$ cat src/rtl/sega_pad_pkg.sv
// ---------------------------------------------------------------------------
// sega_pad_pkg
//   Shared constants for the Sega pad reader: user-port line indices, bit
//   positions inside the active-high joystick word, and the scan FSM states.
// ---------------------------------------------------------------------------
package sega_pad_pkg;

  // User-port line indices (pad pins as wired to the 7-bit port)
  localparam int DOWN  = 0;
  localparam int UP    = 1;
  localparam int TL    = 2;
  localparam int RIGHT = 3;
  localparam int TH    = 4;
  localparam int LEFT  = 5;
  localparam int TR    = 6;

  // Joystick word bit positions (1 = pressed)
  localparam int J_R = 0;
  localparam int J_L = 1;
  localparam int J_D = 2;
  localparam int J_U = 3;
  localparam int J_A = 4;
  localparam int J_B = 5;
  localparam int J_C = 6;
  localparam int J_S = 7;
  localparam int J_M = 8;
  localparam int J_X = 9;
  localparam int J_Y = 10;
  localparam int J_Z = 11;

  localparam int          JOY_W          = 12;
  localparam logic [6:0]  LINES_RELEASED = 7'h7F;

  typedef enum logic [1:0] {
    ST_IDLE  = 2'd0,
    ST_SCAN  = 2'd1,
    ST_LATCH = 2'd2
  } state_t;

endpackage

$ cat src/rtl/sega_pad_sync.sv
// ---------------------------------------------------------------------------
// sega_pad_sync
//   Two-flop synchroniser for the 7 pad lines. Resets to all-released so the
//   reader never sees a phantom press while coming out of reset.
// Ports:
//   clk      in   system clock
//   reset_n  in   asynchronous active-low reset
//   d        in   [6:0] raw user-port lines
//   q        out  [6:0] synchronised lines
// ---------------------------------------------------------------------------
module sega_pad_sync
  import sega_pad_pkg::*;
(
  input  logic       clk,
  input  logic       reset_n,
  input  logic [6:0] d,
  output logic [6:0] q
);

  logic [6:0] meta;

  // NOTE: non-blocking assignments make both stages capture pre-edge values,
  // giving a true two-stage pipeline regardless of statement order.
  always_ff @(posedge clk or negedge reset_n) begin
    if (!reset_n) begin
      meta <= LINES_RELEASED;
      q    <= LINES_RELEASED;
    end else begin
      meta <= d;
      q    <= meta;
    end
  end

endmodule

$ cat src/rtl/sega_pad_reader.sv
// ---------------------------------------------------------------------------
// sega_pad_reader
//   Scans one Sega 3/6-button pad on an open-drain user port by toggling TH
//   through eight phases, decodes the returned lines into an active-high
//   joystick word and publishes it atomically once per poll period.
// Ports:
//   clk       in   system clock (CLOCK_50 domain)
//   reset_n   in   asynchronous active-low reset
//   user_in   in   [6:0] pad lines (see sega_pad_pkg for indices)
//   user_out  out  [6:0] open-drain drive, 1 = release; only TH toggles
//   joy       out  [11:0] {Z,Y,X,M,S,C,B,A,U,D,L,R}, 1 = pressed
//   joy_valid out  one-cycle pulse when joy is updated
//   present   out  pad detected on last published scan
//   six_btn   out  6-button pad detected on last published scan
// Configuration:
//   SEGA_PAD_FILTER_EN  publish only when two consecutive scans agree
// ---------------------------------------------------------------------------
module sega_pad_reader
  import sega_pad_pkg::*;
#(
  parameter int PHASE_CYC = 500,
  parameter int POLL_CYC  = 100000
) (
  input  logic             clk,
  input  logic             reset_n,
  input  logic [6:0]       user_in,
  output logic [6:0]       user_out,
  output logic [JOY_W-1:0] joy,
  output logic             joy_valid,
  output logic             present,
  output logic             six_btn
);

  localparam int PW = $clog2(PHASE_CYC);
  localparam int QW = $clog2(POLL_CYC);

  state_t            state, state_n;
  logic [QW-1:0]     poll_cnt;
  logic [PW-1:0]     phase_cnt;
  logic [2:0]        phase;
  logic [6:0]        line;
  logic [JOY_W-1:0]  scratch;
  logic              pres, six;
  logic              th, latch_en, update;
  logic              poll_wrap, phase_end, sample;
  logic              unused_th_readback;

  sega_pad_sync u_sync (
    .clk     (clk),
    .reset_n (reset_n),
    .d       (user_in),
    .q       (line)
  );

  // TH readback carries only our own drive, so it is deliberately ignored.
  assign unused_th_readback = line[TH];

  assign poll_wrap = (poll_cnt  == QW'(POLL_CYC - 1));
  assign phase_end = (phase_cnt == PW'(PHASE_CYC - 1));
  assign sample    = (state == ST_SCAN) && phase_end;

  always_ff @(posedge clk or negedge reset_n) begin
    if (!reset_n) state <= ST_IDLE;
    else          state <= state_n;
  end

  // NOTE: every output of this block is defaulted first so no path leaves a
  // value unassigned, which would otherwise infer a latch.
  always_comb begin
    state_n  = state;
    th       = 1'b1;
    latch_en = 1'b0;
    unique case (state)
      ST_IDLE:  if (poll_wrap) state_n = ST_SCAN;
      ST_SCAN: begin
        th = ~phase[0];
        if (phase_end && phase == 3'd7) state_n = ST_LATCH;
      end
      ST_LATCH: begin
        latch_en = 1'b1;
        state_n  = ST_IDLE;
      end
      default:  state_n = ST_IDLE;
    endcase
  end

  // TH is decoded straight from reset-cleared flops, so asserting reset
  // releases the line in the same cycle.
  always_comb begin
    user_out     = LINES_RELEASED;
    user_out[TH] = th;
  end

  // Poll counter free-runs; phase counters run only during SCAN and are
  // back at zero by the time the next scan starts.
  always_ff @(posedge clk or negedge reset_n) begin
    if (!reset_n) begin
      poll_cnt  <= '0;
      phase_cnt <= '0;
      phase     <= '0;
    end else begin
      poll_cnt <= poll_wrap ? '0 : poll_cnt + QW'(1);
      if (state == ST_SCAN) begin
        if (phase_end) begin
          phase_cnt <= '0;
          phase     <= phase + 3'd1;
        end else begin
          phase_cnt <= phase_cnt + PW'(1);
        end
      end else begin
        phase_cnt <= '0;
        phase     <= '0;
      end
    end
  end

  // Decode in the last cycle of each phase, after the pad and the
  // synchroniser have settled. Every scratch bit is rewritten each scan.
  always_ff @(posedge clk or negedge reset_n) begin
    if (!reset_n) begin
      scratch <= '0;
      pres    <= 1'b0;
      six     <= 1'b0;
    end else if (sample) begin
      unique case (phase)
        3'd0: begin
          scratch[J_U] <= ~line[UP];
          scratch[J_D] <= ~line[DOWN];
          scratch[J_L] <= ~line[LEFT];
          scratch[J_R] <= ~line[RIGHT];
          scratch[J_B] <= ~line[TL];
          scratch[J_C] <= ~line[TR];
        end
        3'd1: begin
          // A pad grounds Left/Right while TH is low; floating lines read 1.
          pres         <= ~line[LEFT] & ~line[RIGHT];
          scratch[J_A] <= ~line[TL];
          scratch[J_S] <= ~line[TR];
        end
        3'd5: six <= pres & ~line[UP] & ~line[DOWN];
        3'd6: begin
          scratch[J_Z] <= six & ~line[UP];
          scratch[J_Y] <= six & ~line[DOWN];
          scratch[J_X] <= six & ~line[LEFT];
          scratch[J_M] <= six & ~line[RIGHT];
        end
        default: ;
      endcase
    end
  end

`ifdef SEGA_PAD_FILTER_EN
  logic [JOY_W+1:0] prev_scan;
  logic             prev_ok;

  always_ff @(posedge clk or negedge reset_n) begin
    if (!reset_n) begin
      prev_scan <= '0;
      prev_ok   <= 1'b0;
    end else if (latch_en) begin
      prev_scan <= {pres, six, scratch};
      prev_ok   <= 1'b1;
    end
  end

  assign update = latch_en && prev_ok && (prev_scan == {pres, six, scratch});
`else
  assign update = latch_en;
`endif

  always_ff @(posedge clk or negedge reset_n) begin
    if (!reset_n) begin
      joy       <= '0;
      joy_valid <= 1'b0;
      present   <= 1'b0;
      six_btn   <= 1'b0;
    end else begin
      joy_valid <= update;
      if (update) begin
        joy     <= pres ? scratch : '0;
        present <= pres;
        six_btn <= six;
      end
    end
  end

endmodule

$ cat config.mk
export PLATFORM = sky130hd
export DESIGN_NAME = sega_pad_reader
export DESIGN_NICKNAME = d
export VERILOG_FILES = /design/src/rtl/sega_pad_pkg.sv /design/src/rtl/sega_pad_sync.sv /design/src/rtl/sega_pad_reader.sv
export SDC_FILE = /design/constraint.sdc
export NUM_CORES = 1
export LEC_CHECK = 0
export ABC_AREA = 1
export ABC_CLOCK_PERIOD_IN_PS = 1500
export CAP_MARGIN = 20
export CORE_ASPECT_RATIO = 0.75
export CORE_MARGIN = 4
export CORE_UTILIZATION = 40
export DETAILED_ROUTE_END_ITERATION = 8
export HOLD_SLACK_MARGIN = 0.1
export PLACE_DENSITY = 0.73
export SLEW_MARGIN = 30
export SYNTH_ARGS = -nofsm -noshare
export SYNTH_HDL_FRONTEND = slang
export SYNTH_SLANG_ARGS = --single-unit
$ cat constraint.sdc
create_clock -name clk -period 1.5 [get_ports clk]
set_clock_uncertainty 0.05 [all_clocks]
set_input_delay 0.3 -clock clk [delete_from_list [all_inputs] [get_ports clk]]
set_output_delay 0.3 -clock clk [all_outputs]
set_load 0.02 [all_outputs]
# Word level (Yosys, flattened, before mapping)
# Cells that the tools add are included.
# W data, S select, Z words.
[totals]
ff_bits = 74
elab_cells = 63
in_bits = 9
[op_classes]
mux = 11
n_reduce_logical = 9
add_sub_neg = 3
bitwise = 14
eq_ne = 11
[ops]
columns = ["operator", "n"]
rows = [
  ["$mux W9", 2],
  ["$add A17 B1 Y17 const B", 1],
  ["$eq A17 B17 Y1 const B", 1],
  ["$mux W17", 1],
  ["$mux W12", 1],
  ["$reduce_and A2 Y1", 5],
  ["$add A9 B1 Y9 const B", 1],
  ["$eq A3 B3 Y1 const B", 3],
  ["$eq A9 B9 Y1 const B", 1],
  ["$and A1 B1 Y1", 7],
  ["$not A1 Y1", 7],
  ["$mux W3", 2],
  ["$ne A2 B2 Y1 const B", 3],
  ["$mux W2", 2],
  ["$pmux W2 S2", 1],
  ["$add A3 B1 Y3 const B", 1],
  ["$eq A3 B1 Y1 const B", 1],
  ["$logic_not A3 Y1", 1],
  ["$eq A2 B1 Y1 const B", 1],
  ["$eq A2 B2 Y1 const B", 1],
  ["$logic_and A1 B1 Y1", 2],
  ["$logic_not A2 Y1", 1],
  ["$mux W1", 2],
]

# Longest topological paths before layout
# Gate-level depths: netlist of the first run.
[logic_depth]
ltp_word = 4
mapped_depth = 9
depth_no_buf = 8

# Hierarchy
# Synthesis of the first run repeated with hierarchy kept, for this count alone.
[unflattened]
hier_cells = 403
area_unflattened_um2 = 3437.0
[by_module_without_submodules]
columns = ["mod", "area_each_um2", "cells_each", "n_inst", "seq_area_each_um2"]
rows = [
  ["sega_pad_reader", 3069.2, 389, 1, 1501.4],
  ["sega_pad_sync", 367.9, 14, 1, 367.9],
]

# Worst setup path before layout of the first run
# OpenSTA, ideal clock, no wires.
[synth_timing]
path_type = "reg2reg"
start = "reg phase[0]"
end = "reg scratch[0]"
setup_time_ns = 0.117
stages_incl_launch_ff = 8
t_arrival_ns = 1.243
slack_ns = 0.089
required_ns = 1.333
cell_sequence = "dfrtp_1 > inv_1 > ha_1 > inv_1 > nor2_1 > nand3_1 > nand2_1 > nand2_1"
[synth_between]
elab_chain_cells = 2
[synth_rtl]
columns = ["element", "line_no", "source"]
rows = [
  ["start: declaration", "sega_pad_reader.sv:40", "logic [2:0] phase;"],
  ["start signal: assignment", "sega_pad_reader.sv:106", "phase <= phase + 3'd1;"],
  ["$logic_not A3 Y1", "sega_pad_reader.sv:125", "unique case (phase)"],
  ["$reduce_and A2 Y1 (no line)", "--", ""],
  ["end signal: indexed assignment", "sega_pad_reader.sv:127", "scratch[J_U] <= ~line[UP];"],
  ["end signal: indexed assignment", "sega_pad_reader.sv:128", "scratch[J_D] <= ~line[DOWN];"],
  ["end signal: indexed assignment", "sega_pad_reader.sv:129", "scratch[J_L] <= ~line[LEFT];"],
  ["end: declaration", "sega_pad_reader.sv:42", "logic [JOY_W-1:0] scratch;"],
]
# No other way between the ends.
# A chain may end at the register's enable or synchronous reset.

# Worst setup path after layout of the first run
[layout_timing]
start = "reg phase_cnt[0]"
end = "reg pres"
[layout_between]
elab_chain_cells = 3
[layout_rtl]
columns = ["element", "line_no", "source"]
rows = [
  ["start: declaration", "sega_pad_reader.sv:39", "logic [PW-1:0] phase_cnt;"],
  ["start signal: assignment", "sega_pad_reader.sv:108", "phase_cnt <= phase_cnt + PW'(1);"],
  ["$eq A9 B9 Y1", "sega_pad_reader.sv:59", "assign phase_end = (phase_cnt == PW'(PHASE_CYC - 1));"],
  ["$logic_and A1 B1 Y1", "sega_pad_reader.sv:60", "assign sample = (state == ST_SCAN) && phase_end;"],
  ["$reduce_and A2 Y1 (no line)", "--", ""],
  ["end signal: assignment", "sega_pad_reader.sv:136", "pres <= ~line[LEFT] & ~line[RIGHT];"],
  ["end: declaration", "sega_pad_reader.sv:43", "logic pres, six;"],
]
# No other way between the ends.

==> metrics.cfg, run 1 <==
[status]
outcome = finished with violations
violations = negative setup slack

[critical_path]
rr_startpoint = phase_cnt[0]$_DFF_PN0_
crit_required_ns = 1.69
rr_endpoint = pres$_DFFE_PN0P_
cpMostUsedCell = nor2_4
cpPeakStageDelay_ns = 0.37
cp_max_fo = 8
critPathArrivalTime_ns = 1.69
critPathBufInv = 2
crit_family = simple AND/OR/NAND/NOR gates
crit_type = flip-flop to flip-flop
rrSetupSlack_ns = -0.001
worstSetupStartpointType = flip-flop
cp_slowest_cell = dfrtp_1
reg2reg_depth = 9
cp.depth = 9
end_kind = flip-flop
crit_chain = ha_2 > inv_2 > nor2_4 > nand3_2 > nor2_4 > buf_6 > nand3_4 > nand2_2 > nand2_1

[layout]
multiInputGateArea_sq_um = 1340
n_antenna_cell = 0
fin_util_pct = 52.2
register_area_sq_um = 1820
fin_area_sq_um = 4150
fillers = 701
fin_cells = 559
syn_to_final_growth_pct = 25.9
drive_above_1_share_pct = 18.9
fin_nets = 465

[sta]
finalCriticalPeriod_ns = 1.50
fmax_mhz = 666
fin_setup_tns_ns = -0.00113
finalSetupViolations = 1
hold_viol = 0
maxSlewViolCount = 0
period_share_pct = 100
slew_headroom_pct = 65.5
rsz0062_at_grt = yes
postLayoutSetupSlackWorst_ns = -0.00113
tightest_slew_ns = 0.517

[clocking]
clk_pin_slew_ns = 0.08
clock_latency_ns = 0.35
htree_levels = 3
clockRootBuffer = clkbuf_8
cts_tree = done
cts.sinks = 72
clock_path_buffers = 2
cts_inserted_buffers = 9

[floorplanning]
initial_utilization_pct = 41.5
die_x_microns = 113
io_pins = 31
die_h_microns = 86.6
core_area_sq_um = 7950
num_rows = 28
dieArea_sq_um = 9770

[synth]
synth_top_family_by_area = simple AND/OR/NAND/NOR gates
yosys.area_share.adder_pct = 2.66
yosys-top-cells-area = dfrtp_1 (46%), nand2_1 (13%), dfstp_2 (9.6%)
ys_seq_area_share_pct = 55.1
avgSynthCellArea_sq_um = 8.37
synth_top_area_cell = dfrtp_1
synth.top_cell.area_share_pct = 45.5
synth_xor_area_share_pct = 2.39
synth_seq_cells = 72
synthSimpleGateAreaFrac_pct = 28.2
synth.yosys.warnings = 0
synthMuxAreaShare_pct = 0
synth_area_sq_um = 3300
synthCells = 394
synth_compound_area_share_pct = 3.57
synth_cell_types = 24

[global_route]
grt_usage_pct = 14.6
antenna_found_initial = 0
grt_pass1_vias = 2507
grt_pass1_wl_microns = 11500
grt_overflow = 0
grt_start_max_net_pins = 73

[place]
hpwl_microns = 4340
port_buffers = 23
dpl_cell_area_sq_um = 3740
place_inst = 531
gp_congestion = 0.878

[detailed_routing]
viasPerCell = 4.67
wl_microns = 6640
drtPass1Iterations = 5
wl_per_cell_microns = 11.9
ant_nets = 0
drc = 0
num_vias = 2611
drt_iter0_drc = 158

[flow_run]
maxCapViolations = 0

[power_and_ir_drop]
p_leak_uw = 0.00210
powerDensity_nw_per_um2 = 881
ir_worst_vdd_mv = 0.371
finalPower_uw = 3660

[hold_path]
worstHoldPathCells = 1
holdPathEnd = u_sync.meta[2]$_DFF_PN1_
min_from = user_in[2]
hold_path_class = input pin to flip-flop

-- power breakdown --
group	total, uW	switching [uW]	internal (uW)
Combinational	79.8	56.6	23.2
Sequential	1980	8.51	1970
Clock	1600	743	856
-- synth_stat cells --
cell type and count:
nand2_1 116, nor2_1 63, dfrtp_1 60, inv_1 45
nand3_1 18, nand4_1 18, o21ai_0 17, dfstp_2 12
buf_4 8, ha_1 7, xor2_1 7, a21oi_1 4
clkbuf_1 4, nand3_2 2, nor2_2 2, nor3_1 2
xnor2_1 2, buf_2 1, buf_6 1, conb_1 1
inv_2 1, nor2_4 1, o21ai_1 1, o21bai_1 1
-- flip-flops by register name, indices dropped and copies added, names as in the netlist --
register / cells
present: 1
joy: 12
u_sync.q: 6
joy_valid: 1
poll_cnt: 17
six_btn: 1
six: 1
phase: 3
pres: 1
u_sync.meta: 6
phase_cnt: 9
scratch: 12
state: 2
-- worst max-delay path by stage --
| stage | to | start |
|---|---|---|
| after floorplan | scratch[0]$_DFFE_PN0P_ | phase[0]$_DFFE_PN0P_ |
| after global placement | user_out[4] | state[0]$_DFFE_PN0P_ |
| after detailed placement | pres$_DFFE_PN0P_ | phase_cnt[0]$_DFF_PN0_ |
| after CTS | scratch[8]$_DFFE_PN0P_ | phase_cnt[1]$_DFF_PN0_ |
| after global routing | scratch[5]$_DFFE_PN0P_ | phase_cnt[1]$_DFF_PN0_ |
| final | pres$_DFFE_PN0P_ | phase_cnt[0]$_DFF_PN0_ |
-- metrics by stage --
stage	hold slack [ns]	worst slack [ns]
floorplan	-0.0456	0.0893
global placement	0.298	-0.0360
detailed placement	0.297	-0.0440
CTS	0.281	-0.0121
global route	0.282	-0.130
finish	0.303	-0.00113
-- cells in the final DEF, fill, tap and decap left out, types with 3 or more instances in the layout --
master,instances
clkbuf_8,10
nor2_2,3
inv_1,44
dfrtp_1,60
nand2_2,8
nand2_1,108
a21oi_1,4
buf_6,5
dlygate4sd2_1,15
nor2_1,58
nand4_1,18
nand3_1,13
nand3_4,3
o21ai_0,16
clkdlybuf4s50_1,6
conb_1,6
buf_4,23
dfstp_2,12
inv_4,3
xor2_1,7
ha_1,5
nor2_4,5
nand3_2,4
-- final cells by class --
cell class	instances	area share, %
well taps	105	3.16
multi-input cells	267	32.3
repair buffers	53	11.5
clock inverters	4	0.663
clock buffers	12	4.52
flip-flops and latches	72	43.8
inverters	46	4.16
-- worst reg2reg max path: stages, from the launching register on --
cell,delay [ns]
dfrtp_1,0.37
ha_2,0.19
inv_2,0.04
nor2_4,0.09
nand3_2,0.09
nor2_4,0.18
buf_6,0.17
nand3_4,0.08
nand2_2,0.08
nand2_1,0.06
-- what timing repair did --
action / in CTS / in global routing
hold endpoints to repair: 60 / 0
resized for setup: 31 / 23
setup endpoints to repair: 35 / 30
buffers inserted: 4 / 7
pin swaps: 1 / 16
hold buffers: 1 / 0
-- routing by layer --
| metal | up-vias | global-route usage (%) | routed length [microns] |
|---|---|---|---|
| li1 | 1326 | - | - |
| met1 | 1202 | 19.1 | 2990 |
| met2 | 73 | 23.0 | 3130 |
| met3 | 10 | 4.68 | 431 |
| met4 | 0 | 5.02 | 82 |
| met5 | - | 0 | 0 |
-- logic make-up after synthesis --
family / after synthesis
other: 1
buffers and inverters: 60
AO/OA/AOI/OAI: 23
adder cells (fa/ha/maj): 7
AND/OR/NAND/NOR: 222
flip-flops: 72
XOR/XNOR: 9
No activity file was read; power rests on OpenSTA's default activity.
==> inputs of run 2 (changes only) <==
--- a/config.mk
+++ b/config.mk
@@ -7,7 +7,6 @@
 export LEC_CHECK = 0
 export ABC_AREA = 1
 export ABC_CLOCK_PERIOD_IN_PS = 1500
-export CAP_MARGIN = 20
 export CORE_ASPECT_RATIO = 0.75
 export CORE_MARGIN = 4
 export CORE_UTILIZATION = 40
==> results of run 2 <==
Same layout as run 1: the final DEF is identical, and so are final timing and power.
